===== src/rtl/game_pkg.sv =====
// game_pkg: shared state encoding and helpers for the round controller
package game_pkg;
  typedef enum logic [1:0] {IDLE = 2'd0, PLAY = 2'd1, OVER = 2'd2} state_t;
  localparam int MAX_TARGETS = 32;
  function automatic int bits_for(input int n);
    return (n > 1) ? $clog2(n) : 1;
  endfunction
  function automatic int popcount(input logic [MAX_TARGETS-1:0] v);
    int c;
    c = 0;
    for (int i = 0; i < MAX_TARGETS; i++) c += int'(v[i]);
    return c;
  endfunction
endpackage


===== src/rtl/fall_edge_detect.sv =====
// fall_edge_detect: registered previous value and prev & ~cur falling-edge pulses
module fall_edge_detect #(
  parameter int W = 1
) (
  input  logic         vga_clk,
  input  logic         reset,
  input  logic [W-1:0] cur,
  output logic [W-1:0] fall
);
  logic [W-1:0] prev;
  always_ff @(posedge vga_clk)
    if (reset) prev <= '0;
    else prev <= cur;
  assign fall = prev & ~cur;
endmodule


===== src/rtl/game_round_controller.sv =====
// game_round_controller: round timer, ammo, hit scoring and game state machine
module game_round_controller
  import game_pkg::*;
#(
  parameter int NUM_TARGETS   = 4,
  parameter int MAG_DEPTH     = 4,
  parameter int SCORE_W       = 8,
  parameter int TICKS_PER_SEC = 24000000,
  parameter int ROUND_SECS    = 30,
  parameter int AUTO_START    = 1,
  localparam int AMMO_W = bits_for(MAG_DEPTH + 1),
  localparam int SECS_W = bits_for(ROUND_SECS + 1),
  localparam int PRE_W  = bits_for(TICKS_PER_SEC)
) (
  input  logic                   vga_clk,
  input  logic                   reset,
  input  logic                   start,
  input  logic                   fire,
  input  logic                   reload,
  input  logic [NUM_TARGETS-1:0] hit,
  output logic                   fire_ok,
  output logic                   run,
  output logic [AMMO_W-1:0]      ammo,
  output logic [SCORE_W-1:0]     score,
  output logic [SECS_W-1:0]      secs,
  output logic [NUM_TARGETS-1:0] target_hit,
  output logic [1:0]             state,
  output logic                   round_over
);
  localparam int SMAX = (1 << SCORE_W) - 1;
  state_t st;
  logic [PRE_W-1:0] presc;
  logic shot;
  logic [NUM_TARGETS-1:0] hit_ev;
  logic play, tick, expire, restart;
  int sum;
  fall_edge_detect #(.W(1)) u_fire (.vga_clk(vga_clk), .reset(reset), .cur(fire), .fall(shot));
  fall_edge_detect #(.W(NUM_TARGETS)) u_hit (.vga_clk(vga_clk), .reset(reset), .cur(hit), .fall(hit_ev));
  assign play    = st == PLAY;
  assign tick    = play && presc == PRE_W'(TICKS_PER_SEC - 1);
  assign expire  = tick && secs == SECS_W'(ROUND_SECS - 1);
  assign restart = !play && start;
  assign sum     = int'(score) + popcount(MAX_TARGETS'(hit_ev));
  assign state   = st;
  assign run     = play;
  assign fire_ok = fire && play && ammo != '0;
  always_ff @(posedge vga_clk)
    if (reset) begin
      st         <= (AUTO_START != 0) ? PLAY : IDLE;
      round_over <= 1'b0;
    end else begin
      st         <= restart ? PLAY : expire ? OVER : st;
      round_over <= expire;
    end
  always_ff @(posedge vga_clk)
    if (reset) begin
      presc      <= '0;
      secs       <= '0;
      ammo       <= AMMO_W'(MAG_DEPTH);
      score      <= '0;
      target_hit <= '0;
    end else begin
      target_hit <= play ? hit_ev : '0;
      if (restart) begin
        presc <= '0;
        secs  <= '0;
        ammo  <= AMMO_W'(MAG_DEPTH);
        score <= '0;
      end else if (play) begin
        presc <= tick ? '0 : presc + PRE_W'(1);
        secs  <= secs + SECS_W'(tick);
        ammo  <= reload ? AMMO_W'(MAG_DEPTH) : ammo - AMMO_W'(shot && ammo != '0);
        score <= (sum > SMAX) ? SCORE_W'(SMAX) : SCORE_W'(sum);
      end
    end
endmodule


===== config.mk =====
export PLATFORM = sky130hd
export DESIGN_NAME = game_round_controller
export DESIGN_NICKNAME = d
export VERILOG_FILES = /design/src/rtl/game_pkg.sv /design/src/rtl/fall_edge_detect.sv /design/src/rtl/game_round_controller.sv
export SDC_FILE = /design/constraint.sdc
export NUM_CORES = 1
export LEC_CHECK = 0
export ABC_AREA = 1
export ABC_CLOCK_PERIOD_IN_PS = 5100
export BUFFER_PORTS_ARGS = -buffer_cell sky130_fd_sc_hd__buf_2
export CAP_MARGIN = 20
export CORE_UTILIZATION = 35
export DETAILED_ROUTE_END_ITERATION = 7
export PLACE_DENSITY_LB_ADDON = 0.25
export SYNTH_ARGS = -nofsm -noshare
export SYNTH_HDL_FRONTEND = slang
export SYNTH_HIERARCHICAL = 1
export SYNTH_SLANG_ARGS = --single-unit

===== constraint.sdc =====
create_clock -name vga_clk -period 5.1 [get_ports vga_clk]
set_input_delay 0.765 -clock vga_clk [delete_from_list [all_inputs] [get_ports vga_clk]]
set_output_delay 0.765 -clock vga_clk [all_outputs]
set_load 0.02 [all_outputs]

== Word level (Yosys, flattened, before mapping) ==
Index checks and enable logic that the tools add are counted.

* Shifts and indexed selects: 0
* Multiply operators: 0
* Multiplexer cells: 3
* Add/subtract/negate cells: 7
* Reduce and logical (&&, ||, !) cells: 10
* Equality and inequality tests: 3
* Div/mod/pow operators: 0
* Bitwise operators: 5
* $lt $le $gt $ge: 1

{| class="wikitable"
|+ Operators by type and width
! cell !! number
|-
| $add 25x1->25 const B || 1
|-
| $eq 25x25->1 const B || 1
|-
| $mux 25 || 1
|-
| $add 8x4->9 || 1
|-
| $gt 9x8->1 const B || 1
|-
| $mux 8 || 1
|-
| $logic_and 1x1->1 || 6
|-
| $add 5x1->5 || 1
|-
| $eq 5x5->1 const B || 1
|-
| $add 3x1->4 || 1
|-
| $and 4x4->4 || 1
|-
| $not 4->4 || 1
|-
| $reduce_or 2->1 || 2
|-
| $add 2x1->3 || 1
|-
| $mux 3 || 1
|-
| $reduce_bool 3->1 || 1
|-
| $sub 3x1->3 || 1
|-
| $add 1x1->2 || 1
|-
| $eq 2x1->1 const B || 1
|-
| $not 1->1 || 2
|-
| $and 1x1->1 || 1
|-
| $logic_not 1->1 || 1
|}

* Flip-flop bits (word level): 53
* Bits in writable memories: 0
* Logic and storage cells: 38
* ROM bits: 0
* Bits in latches: 0
* Output and inout bits: 25
* Memories: 0

== Logic depth before layout (Yosys ltp) ==
Gate-level depths: netlist (run 1).

* Depth in word-level cells: 8
* Gate-level depth with buffers: 15

== Modules after synthesis ==
The synthesis (run 1) kept the hierarchy.

{| class="wikitable"
|+ By module, submodules not included
! module !! cells each !! area an instance (um2) !! times used
|-
| game_round_controller || 396 || 2630.0 || 1
|-
| fall_edge_detect (u_hit) || 20 || 140.1 || 1
|-
| fall_edge_detect (u_fire) || 5 || 37.5 || 1
|}

== Worst setup path before layout (run 1) ==
Ideal clock, no wire load.

* Kind: input to register
* From: in hit[0]
* To: reg score[4]
* Path buffers: 0
* Path slack: 2484 ps
* Arrival: 2501 ps
* Stages on the path: 12
* Library setup time: 115 ps
* Path through: nor2_1 > fa_1 > inv_1 > fa_1 > inv_1 > fa_1 > nand2_1 > inv_1 > nand3_1 > xnor2_1 > o21ai_0 > inv_1

* Word-level cells in the longest chain between the ends: 8

{| class="wikitable"
|+ Ends and longest elaborated chain
! element !! line !! RTL
|-
| start: declaration || game_round_controller.sv:20 || <nowiki>input logic [NUM_TARGETS-1:0] hit,</nowiki>
|-
| $not 4->4 * || fall_edge_detect.sv:14 || <nowiki>assign fall = prev & ~cur;</nowiki>
|-
| $and 4x4->4 * || fall_edge_detect.sv:14 ||
|-
| $add 1x1->2 * || game_pkg.sv:11 || <nowiki>for (int i = 0; i < MAX_TARGETS; i++) c += int'(v[i]);</nowiki>
|-
| $add 2x1->3 * || game_pkg.sv:11 ||
|-
| $add 3x1->4 * || game_pkg.sv:11 ||
|-
| $add 8x4->9 * || game_round_controller.sv:43 || <nowiki>assign sum = int'(score) + popcount(MAX_TARGETS'(hit_ev));</nowiki>
|-
| $gt 9x8->1 || game_round_controller.sv:73 || <nowiki>score <= (sum > SMAX) ? SCORE_W'(SMAX) : SCORE_W'(sum);</nowiki>
|-
| $mux 8 * || game_round_controller.sv:73 ||
|-
| end signal: assignment || game_round_controller.sv:73 ||
|-
| end: declaration || game_round_controller.sv:24 || <nowiki>output logic [SCORE_W-1:0] score,</nowiki>
|}

Mark *: on every way between the ends. The rest lies on a longest branch, timed or not.
A chain may end at the register's enable or synchronous reset.

== Final worst setup path (run 1) ==
* From: in hit[0]
* To: reg score[5]

* Word-level cells in the longest chain between the ends: 8

{| class="wikitable"
|+ Ends and longest elaborated chain
! element !! line !! RTL
|-
| $not 4->4 * || fall_edge_detect.sv:14 ||
|-
| $and 4x4->4 * || fall_edge_detect.sv:14 ||
|-
| net hit_ev[0] || game_round_controller.sv:34 || <nowiki>logic [NUM_TARGETS-1:0] hit_ev;</nowiki>
|-
| $add 1x1->2 * || game_pkg.sv:11 ||
|-
| $add 2x1->3 * || game_pkg.sv:11 ||
|-
| $add 3x1->4 * || game_pkg.sv:11 ||
|-
| $add 8x4->9 * || game_round_controller.sv:43 ||
|-
| $gt 9x8->1 || game_round_controller.sv:73 ||
|-
| $mux 8 * || game_round_controller.sv:73 ||
|}

Mark *: on every way through the listed nets, which the timed path passes. The rest lies on a longest branch.

==> run summary, run 1 <==
Critical Path RT -> 5.37 ns
slowest CP cell -> fa_1
residual DRC count -> 0
Clock Sinks -> 53
share of layout cells above drive strength 1 -> 16.7%
Syn Area/Cell -> 6.67 um2
Die Width -> 91.6 um
Reg2Reg Setup Slack -> 2.70 ns
crit path to -> score[5]$_SDFFE_PP0P_
max-slew violations -> 0
via-per-instance ratio -> 4.49
Critical path origin -> hit[0]
flops & latches, synth -> 53
worst relative slew slack -> 53.9%
worst-margin pin slew -> 0.689 ns
pin count of the biggest net entering global routing -> 29
antenna-violating nets left -> 0
I/O pin count -> 34
pre-CTS setup slack -> 2.23 ns
Final period util -> 49.7%
Register Area -> 1060 um2
share of the synthesized area in the top cell type -> 37.8%
via count -> 2,508
CTS max path bufs -> 2
RSZ-0062 raised after global routing -> false
Post-CTS Setup Inserts -> 0
cell family with most CP delay -> adder cells
H-tree depth -> 2
Initial Utilization -> 36.3%
Critical path buffers and inverters -> 5
clk_skew -> 0.0113 ns
HPWL after detailed placement -> 4.43 mm
Power Density -> 252 nW/um2
clk slew on worst S/H paths -> 0.10 ns
Final Hold Fails -> 0
FMAX -> 394 MHz
synth cell count leaders -> nand2_1 (102), nor2_1 (84), inv_1 (61), dfxtp_1 (53), nand3_1 (23)
Leak Pwr -> 1.48 nW
all-layer global routing usage -> 15.5%
Hold-fix buffers, CTS -> 0
CP Class -> primary input to flip-flop
register area share after synthesis -> 37.8%
Yosys top cell by area -> dfxtp_1
CP Depth -> 13
final setup margin -> 2.56 ns
HP Class -> flip-flop to flip-flop
GR Overflow Total -> 0
post_cts resized -> 0
GPL Wtd Cong -> 0.843
n_diodes -> 0
DP Area -> 3060 um2
Power Total -> 0.797 mW
CP max FO -> 5
Net Count, Synth -> 439
dominant cells by area after synthesis -> dfxtp_1 (38%), nand2_1 (14%), nor2_1 (11%)
Core Area -> 7730 um2
starting DRC count in detailed routing -> 100
wire per inst -> 10.5 um
Max-Cap Viols -> 0
Syn-to-layout area delta -> 12.7%
Post-synth EDFFs -> 0
status -> finished, final reports clean
WL final -> 5.89 mm
YS warnings -> 6
setup TNS -> 0 ns
R2R cell count -> 10
most frequent CP cell -> inv_1
vias in the first global route -> 2,332
RR Startpoint -> state[1]$_SDFFE_PP0P_
Synth async-reset ratio -> 0%
number of CTS-inserted buffers -> 5
non-filler cells in the finished layout -> 558
Row Count -> 32
most frequent cell after synthesis -> nand2_1
Pre-Repair DR Iteration Count -> 4
Final Cell Area -> 3170 um2
initial antenna violation count -> 0
number of fill cells -> 844
Die H -> 91.6 um
CTS tree -> built
WP data arrival -> 2.81 ns
VDD IR-drop max -> 0.116 mV
placed insts -> 550
Mapped Cells -> 421
Synth cell types -> 29
worst-path cell chain -> buf_2, nor2_1, fa_1, inv_1, fa_1, inv_1, fa_1, nand2_1, inv_1, nand4_1, nand3_1, nand2_1, inv_1
CTS root buffer -> clkbuf_8
die area -> 8380 um2
Worst-Skew Late Latency -> 0.32 ns
Final nets -> 473
CP Capture Type -> flip-flop
first-pass GRT wire length -> 10.5 mm
crit path launch type -> primary input
WHS Path Cells -> 1
Multi-input gate area -> 1470 um2
slowest cell delay on critical path -> 0.50 ns
final setup fails -> 0
area of the mapped netlist -> 2810 um2
fin crit period -> 2.54 ns
IO Port Bufs -> 33
RR Endpoint -> secs[2]$_SDFFE_PP0P_
Main synth FF type -> dfxtp_1
## cell usage in the layout, fill, tap and decap left out, drive strengths merged
cell	Yosys	final
a21boi	1	1
a21oi	8	8
a221oi	1	1
a31oi	3	3
buf	5	33
clkbuf	1	5
clkinv	0	3
dfxtp	53	53
fa	3	3
ha	6	6
inv	64	64
nand2	114	114
nand3	24	24
nand4	7	7
nor2	99	99
nor3	9	9
nor3b	1	1
o21ai	11	11
or2	4	4
xnor2	3	3
xor2	4	4
## registers in the layout (all words and copies together), names as in the netlist
| signal | cells |
|---|---|
| u_hit/prev | 4 |
| ammo | 3 |
| u_fire/prev | 1 |
| round_over | 1 |
| presc | 25 |
| state | 2 |
| secs | 5 |
| target_hit | 4 |
| score | 8 |
## kinds of logic (layout without fill, tap and decap cells)
kind of cell    after synthesis  in the layout  share of synthesized area, %
fa+ha+maj                     9              9                          4.81
compound gates               24             24                          4.63
xor+xnor                      7              7                          2.18
simple gates                258            258                          40.7
buf+inv                      70            105                          9.89
flops                        53             53                          37.8
## report_power, final
| group | switching, mW | internal [mW] | total (mW) |
|---|---|---|---|
| registers | 0.0160 | 0.430 | 0.446 |
| clock network | 0.157 | 0.103 | 0.260 |
| logic | 0.0562 | 0.0351 | 0.0913 |
## layer usage
metal  share of wire (%)  global-route usage, %  vias up
met3                 3.4                   3.52        7
li1                    -                      -     1354
met1                  50                   20.2     1108
met4                 1.4                   4.89        0
met2                  45                   25.2       39
met5                   0                      0        -
## worst min path at each step
stage	start	endpoint
floorplan	presc[4]$_SDFFE_PP0P_	presc[4]$_SDFFE_PP0P_
global placement	secs[4]$_SDFFE_PP0P_	secs[4]$_SDFFE_PP0P_
detailed placement	secs[4]$_SDFFE_PP0P_	secs[4]$_SDFFE_PP0P_
CTS	secs[4]$_SDFFE_PP0P_	secs[4]$_SDFFE_PP0P_
global route	presc[4]$_SDFFE_PP0P_	presc[4]$_SDFFE_PP0P_
finish	secs[4]$_SDFFE_PP0P_	secs[4]$_SDFFE_PP0P_
## stage by stage
step                      hold WS [ns]  utilization, %
after floorplan                  0.460               -
after global placement           0.458            39.6
after detailed placement         0.472            39.6
after CTS                        0.489            41.0
after global routing             0.527            41.0
final                            0.487            41.0
## area by class of cell
class / count / area share (%)
Sequential cell: 53 / 33.5
Timing Repair Buffer: 33 / 5.22
Clock inverter: 3 / 1.07
Multi-Input combinational cell: 298 / 46.4
Inverter: 64 / 7.59
Clock buffer: 5 / 2.17
Tap cell: 102 / 4.03
Note: power is estimated with default switching activity, not from simulation.
==> run 2, diff against run 1 <==
Settings changed: ABC_CLOCK_PERIOD_IN_PS 5100 to 2200.
Clock period 5.1 ns to 2.2 ns, I/O delays scaled along.
==> run summary, run 2 (synthesized netlist as in run 1, its figures left out) <==
status -> finished, violations left (was finished, final reports clean)
Syn-to-layout area delta -> 14.9% (was 12.7%)
Critical Path RT -> 2.46 ns (was 5.37 ns)
non-filler cells in the finished layout -> 564 (was 558)
FMAX -> 450 MHz
number of flip-flops in the largest register -> 25 (unchanged)
RR Endpoint -> score[5]$_SDFFE_PP0P_ (was secs[2]$_SDFFE_PP0P_)
final setup margin -> -0.0230 ns (was 2.56 ns)
CTS max path bufs -> 2 (unchanged)
Worst-Skew Late Latency -> 0.31 ns (was 0.32 ns)
RSZ-0062 raised after global routing -> true (was false)
Core Area -> 7730 um2 (unchanged)
Pre-Repair DR Iteration Count -> 4 (unchanged)
Die H -> 91.6 um (unchanged)
Final Hold Fails -> 0 (unchanged)
vias in the first global route -> 2,277 (was 2,332)
CP Class -> flip-flop to flip-flop (was primary input to flip-flop)
crit path launch type -> flip-flop (was primary input)
WHS Path Cells -> 3 (was 1)
Max-Cap Viols -> 0 (unchanged)
all-layer global routing usage -> 15.6% (was 15.5%)
residual DRC count -> 0 (unchanged)
Hold Path Sink -> u_hit/prev[0]$_SDFF_PP0_ (was secs[4]$_SDFFE_PP0P_)
Initial Utilization -> 36.3% (unchanged)
RR Startpoint -> u_hit/prev[0]$_SDFF_PP0_ (was state[1]$_SDFFE_PP0P_)
most common cell after layout, fill and taps aside -> nand2_1 (unchanged)
R2R cell count -> 13 (was 10)
CTS root buffer -> clkbuf_8 (unchanged)
GPL Wtd Cong -> 0.922 (was 0.843)
CTS tree -> built (unchanged)
Hold-fix buffers, CTS -> 0 (unchanged)
Power Density -> 566 nW/um2 (was 252 nW/um2)
via count -> 2,512 (was 2,508)
pin count of the biggest net entering global routing -> 17 (was 29)
HPWL after detailed placement -> 4.69 mm (was 4.43 mm)
Final nets -> 480 (was 473)
initial antenna violation count -> 0 (unchanged)
CP max FO -> 5 (unchanged)
max-slew violations -> 0 (unchanged)
Biggest register -> presc (unchanged)
post-layout util -> 41.8% (was 41.0%)
Final period util -> 101%
via-per-instance ratio -> 4.45 (was 4.49)
worst-margin pin slew -> 0.412 ns (was 0.689 ns)
n_diodes -> 0 (unchanged)
IO Port Bufs -> 33 (unchanged)
Min-Delay Startpoint -> hit[0] (was secs[4]$_SDFFE_PP0P_)
share of layout cells above drive strength 1 -> 20.8% (was 16.7%)
placed insts -> 556 (was 550)
Final Cell Area -> 3230 um2 (was 3170 um2)
WL final -> 6.17 mm (was 5.89 mm)
failing checks -> setup timing
Die Width -> 91.6 um (unchanged)
Clock Sinks -> 53 (unchanged)
clk_skew -> 0.00950 ns (was 0.0113 ns)
worst relative slew slack -> 72.5% (was 53.9%)
CP Capture Type -> flip-flop (unchanged)
VDD IR-drop max -> 0.231 mV (was 0.116 mV)
wire per inst -> 10.9 um (was 10.5 um)
WP data arrival -> 2.49 ns (was 2.81 ns)
Power Total -> 1.83 mW (was 0.797 mW)
number of CTS-inserted buffers -> 5 (unchanged)
top flop regs -> presc (25), score (8), secs (5) (unchanged)
HP Class -> primary input to flip-flop (was flip-flop to flip-flop)
first-pass GRT wire length -> 10.6 mm (was 10.5 mm)
antenna-violating nets left -> 0 (unchanged)
DP Area -> 3110 um2 (was 3060 um2)
setup TNS -> -0.0441 ns (was 0 ns)
Row Count -> 32 (unchanged)
most frequent cells in the layout -> nand2_1 (100), nor2_1 (81), inv_1 (58) (was nand2_1 (102), nor2_1 (84), inv_1 (61))
Reg2Reg Setup Slack -> -0.02 ns (was 2.70 ns)
H-tree depth -> 2 (unchanged)
fin crit period -> 2.22 ns
Leak Pwr -> 1.50 nW (was 1.48 nW)
I/O pin count -> 34 (unchanged)
clk slew on worst S/H paths -> 0.10 ns (about the same)
final setup fails -> 4 (was 0)
die area -> 8380 um2 (unchanged)
GR Overflow Total -> 0 (unchanged)
starting DRC count in detailed routing -> 92 (was 100)
-- run 2: changes by cell type in the layout (fill, tap and decap cells not counted), sizes merged --
cell | before | now
buf | 33 | 40
clkinv | 3 | 1
clkinvlp | 0 | 1
-- run 2: worst max-delay path: stages, from the launching register on --
cell and delay (ns):
dfxtp_2 0.33, inv_2 0.04, nor2_2 0.04, fa_1 0.50, inv_1 0.05, fa_2 0.33
inv_2 0.07, fa_2 0.20, nand2_2 0.06, inv_2 0.07, nand4_1 0.22, nand3_1 0.16
nand2_1 0.05, inv_1 0.04
-- run 2: worst max-delay path by stage --
stage / startpoint / to / slack (ns) / cells past startpoint
after floorplan: score[0]$_SDFFE_PP0P_ / score[4]$_SDFFE_PP0P_ / 0.009 / 11
after global placement: hit[0] / score[3]$_SDFFE_PP0P_ / -0.16 / 13
after detailed placement: hit[0] / score[3]$_SDFFE_PP0P_ / -0.22 / 13
after CTS: u_hit/prev[0]$_SDFF_PP0_ / score[5]$_SDFFE_PP0P_ / -0.02 / 13
after global routing: u_hit/prev[0]$_SDFF_PP0_ / score[5]$_SDFFE_PP0P_ / -0.18 / 13
final: u_hit/prev[0]$_SDFF_PP0_ / score[5]$_SDFFE_PP0P_ / -0.02 / 13
-- run 2: final cells by class --
class	count	area, um2
Inverter	64	240
Fill cell	821	4500
Sequential cell	53	1060
Clock buffer	5	68.8
Multi-Input combinational cell	298	1490
Clock inverter	2	16.3
Tap cell	102	128
Timing Repair Buffer	40	218
-- run 2: through the flow --
stage	worst slack (ns)	hold WS (ns)
CTS	-0.0206	0.224
floorplan	0.00901	0.397
global placement	-0.162	0.459
detailed placement	-0.216	0.486
finish	-0.0230	0.231
global route	-0.185	0.217
-- run 2: power by group --
part	total [mW]	switching, mW	internal, mW
clock	0.556	0.336	0.221
sequential	1.04	0.0361	0.999
combinational	0.236	0.138	0.0972
-- run 2: layer usage --
metal	track usage (%)	up-vias	wire [um]
li1	-	1367	-
met1	21.5	1106	3170
met2	25.2	34	2760
met3	2.60	5	170
met4	3.97	0	61
met5	0	-	0
-- run 2: repair_timing --
action,in CTS,in global routing
buffers inserted,0,1
endpoints found under the hold margin,0,0
gates cloned,0,0
endpoints found under the setup margin,8,10
gates resized for setup,9,4
pin swaps,2,3
==> run 3, diff against run 2 <==
Settings changed: SKIP_CTS_REPAIR_TIMING set to 1, SLEW_MARGIN set to 10.
==> run summary, run 3 (synthesized netlist as in run 1, its figures left out) <==
n_diodes -> 0 (unchanged)
Pre-Repair DR Iteration Count -> 4 (unchanged)
Critical path origin -> u_hit/prev[0]$_SDFF_PP0_ (unchanged)
top flop regs -> presc (25), score (8), secs (5) (unchanged)
Power Density -> 566 nW/um2 (about the same)
crit path to -> score[5]$_SDFFE_PP0P_ (unchanged)
vias in the first global route -> 2,247 (was 2,277)
Final nets -> 479 (was 480)
fin crit period -> 2.22 ns (about the same)
Syn-to-layout area delta -> 14.7% (was 14.9%)
Clock Sinks -> 53 (unchanged)
CP Class -> flip-flop to flip-flop (unchanged)
Max-Cap Viols -> 0 (unchanged)
FMAX -> 451 MHz (was 450 MHz)
Worst-Skew Late Latency -> 0.31 ns (about the same)
VDD IR-drop max -> 0.231 mV (about the same)
R2R cell count -> 13 (unchanged)
max-slew violations -> 0 (unchanged)
die area -> 8380 um2 (unchanged)
most frequent cells in the layout -> nand2_1 (100), nor2_1 (81), inv_1 (58) (unchanged)
via-per-instance ratio -> 4.43 (was 4.45)
crit path launch type -> flip-flop (unchanged)
number of CTS-inserted buffers -> 5 (unchanged)
clk slew on worst S/H paths -> 0.10 ns (about the same)
Final Hold Fails -> 0 (unchanged)
CTS max path bufs -> 2 (unchanged)
via count -> 2,495 (was 2,512)
IO Port Bufs -> 33 (unchanged)
RSZ-0062 raised after global routing -> true (unchanged)
H-tree depth -> 2 (unchanged)
antenna-violating nets left -> 0 (unchanged)
GPL Wtd Cong -> 0.922 (unchanged)
wire per inst -> 10.9 um (about the same)
WP data arrival -> 2.48 ns (was 2.49 ns)
RR Endpoint -> score[5]$_SDFFE_PP0P_ (unchanged)
HP Class -> primary input to flip-flop (unchanged)
RR Startpoint -> u_hit/prev[0]$_SDFF_PP0_ (unchanged)
clk_skew -> 0.00941 ns (was 0.00950 ns)
WL final -> 6.12 mm (was 6.17 mm)
Final period util -> 101% (about the same)
CTS tree -> built (unchanged)
I/O pin count -> 34 (unchanged)
failing checks -> setup timing (unchanged)
Core Area -> 7730 um2 (unchanged)
GR Overflow Total -> 0 (unchanged)
number of flip-flops in the largest register -> 25 (unchanged)
Critical Path RT -> 2.46 ns (about the same)
first-pass GRT wire length -> 10.5 mm (was 10.6 mm)
pre-CTS setup slack -> -0.216 ns (unchanged)
worst-margin pin slew -> 0.415 ns (was 0.412 ns)
residual DRC count -> 0 (unchanged)
Initial Utilization -> 36.3% (unchanged)
most common cell after layout, fill and taps aside -> nand2_1 (unchanged)
HPWL after detailed placement -> 4.69 mm (unchanged)
Die Width -> 91.6 um (unchanged)
initial antenna violation count -> 0 (unchanged)
Leak Pwr -> 1.49 nW (was 1.50 nW)
share of layout cells above drive strength 1 -> 20.6% (was 20.8%)
worst relative slew slack -> 72.3% (was 72.5%)
starting DRC count in detailed routing -> 78 (was 92)
Die H -> 91.6 um (unchanged)
Biggest register -> presc (unchanged)
CP max FO -> 5 (unchanged)
final setup margin -> -0.0171 ns (was -0.0230 ns)
all-layer global routing usage -> 15.6% (about the same)
CTS root buffer -> clkbuf_8 (unchanged)
Hold WS -> 0.231 ns (about the same)
final setup fails -> 2 (was 4)
Row Count -> 32 (unchanged)
Reg2Reg Setup Slack -> -0.02 ns (about the same)
status -> finished, violations left (unchanged)
CP Capture Type -> flip-flop (unchanged)
setup TNS -> -0.0278 ns (was -0.0441 ns)
pin count of the biggest net entering global routing -> 17 (unchanged)
run 3: worst min path at each step:
| stage | startpoint | depth (start not counted) | slack (ns) | endpoint |
|---|---|---|---|---|
| after floorplan | reset | 1 | 0.40 | u_fire/prev$_SDFF_PP0_ |
| after global placement | secs[4]$_SDFFE_PP0P_ | 1 | 0.46 | secs[4]$_SDFFE_PP0P_ |
| after detailed placement | presc[4]$_SDFFE_PP0P_ | 2 | 0.49 | presc[4]$_SDFFE_PP0P_ |
| after CTS | hit[2] | 3 | 0.22 | u_hit/prev[2]$_SDFF_PP0_ |
| after global routing | hit[0] | 3 | 0.22 | u_hit/prev[0]$_SDFF_PP0_ |
| final | hit[0] | 3 | 0.23 | u_hit/prev[0]$_SDFF_PP0_ |
run 3: layout make-up:
| class | count | area (um2) |
|---|---|---|
| Clock inverter | 2 | 16.3 |
| Timing Repair Buffer | 39 | 210 |
| Fill cell | 822 | 4510 |
| Sequential cell | 53 | 1060 |
| Tap cell | 102 | 128 |
| Multi-Input combinational cell | 298 | 1490 |
| Clock buffer | 5 | 68.8 |
| Inverter | 64 | 240 |
run 3: stage by stage:
stage	power, mW	util, %	area (um2)	instances
after floorplan	1.21	-	2810	421
after global placement	1.28	40.2	3110	556
after detailed placement	1.28	40.2	3110	556
after CTS	1.84	41.3	3190	563
after global routing	1.92	41.7	3220	563
final	1.82	41.7	3220	563
run 3: critical path, cell delays in order (launching register included):
cell	delay [ns]
dfxtp_2	0.33
inv_2	0.04
nor2_2	0.04
fa_1	0.50
inv_1	0.05
fa_2	0.33
inv_2	0.07
fa_2	0.20
nand2_2	0.06
inv_2	0.07
nand4_1	0.22
nand3_1	0.16
nand2_1	0.05
inv_1	0.04
run 3: layer usage:
| metal | up-vias | track usage, % | wire length [um] |
|---|---|---|---|
| met1 | 1093 | 21.7 | 3130 |
| met5 | - | 0 | 0 |
| met4 | 0 | 3.97 | 61 |
| met2 | 31 | 24.9 | 2730 |
| met3 | 5 | 2.60 | 189 |
| li1 | 1366 | - | - |
run 3: power breakdown:
part           internal, mW  total (mW)  switching [mW]
Combinational        0.0946       0.231           0.137
Sequential            0.999        1.04          0.0361
Clock                 0.221       0.556           0.336
Total                  1.31        1.82           0.509
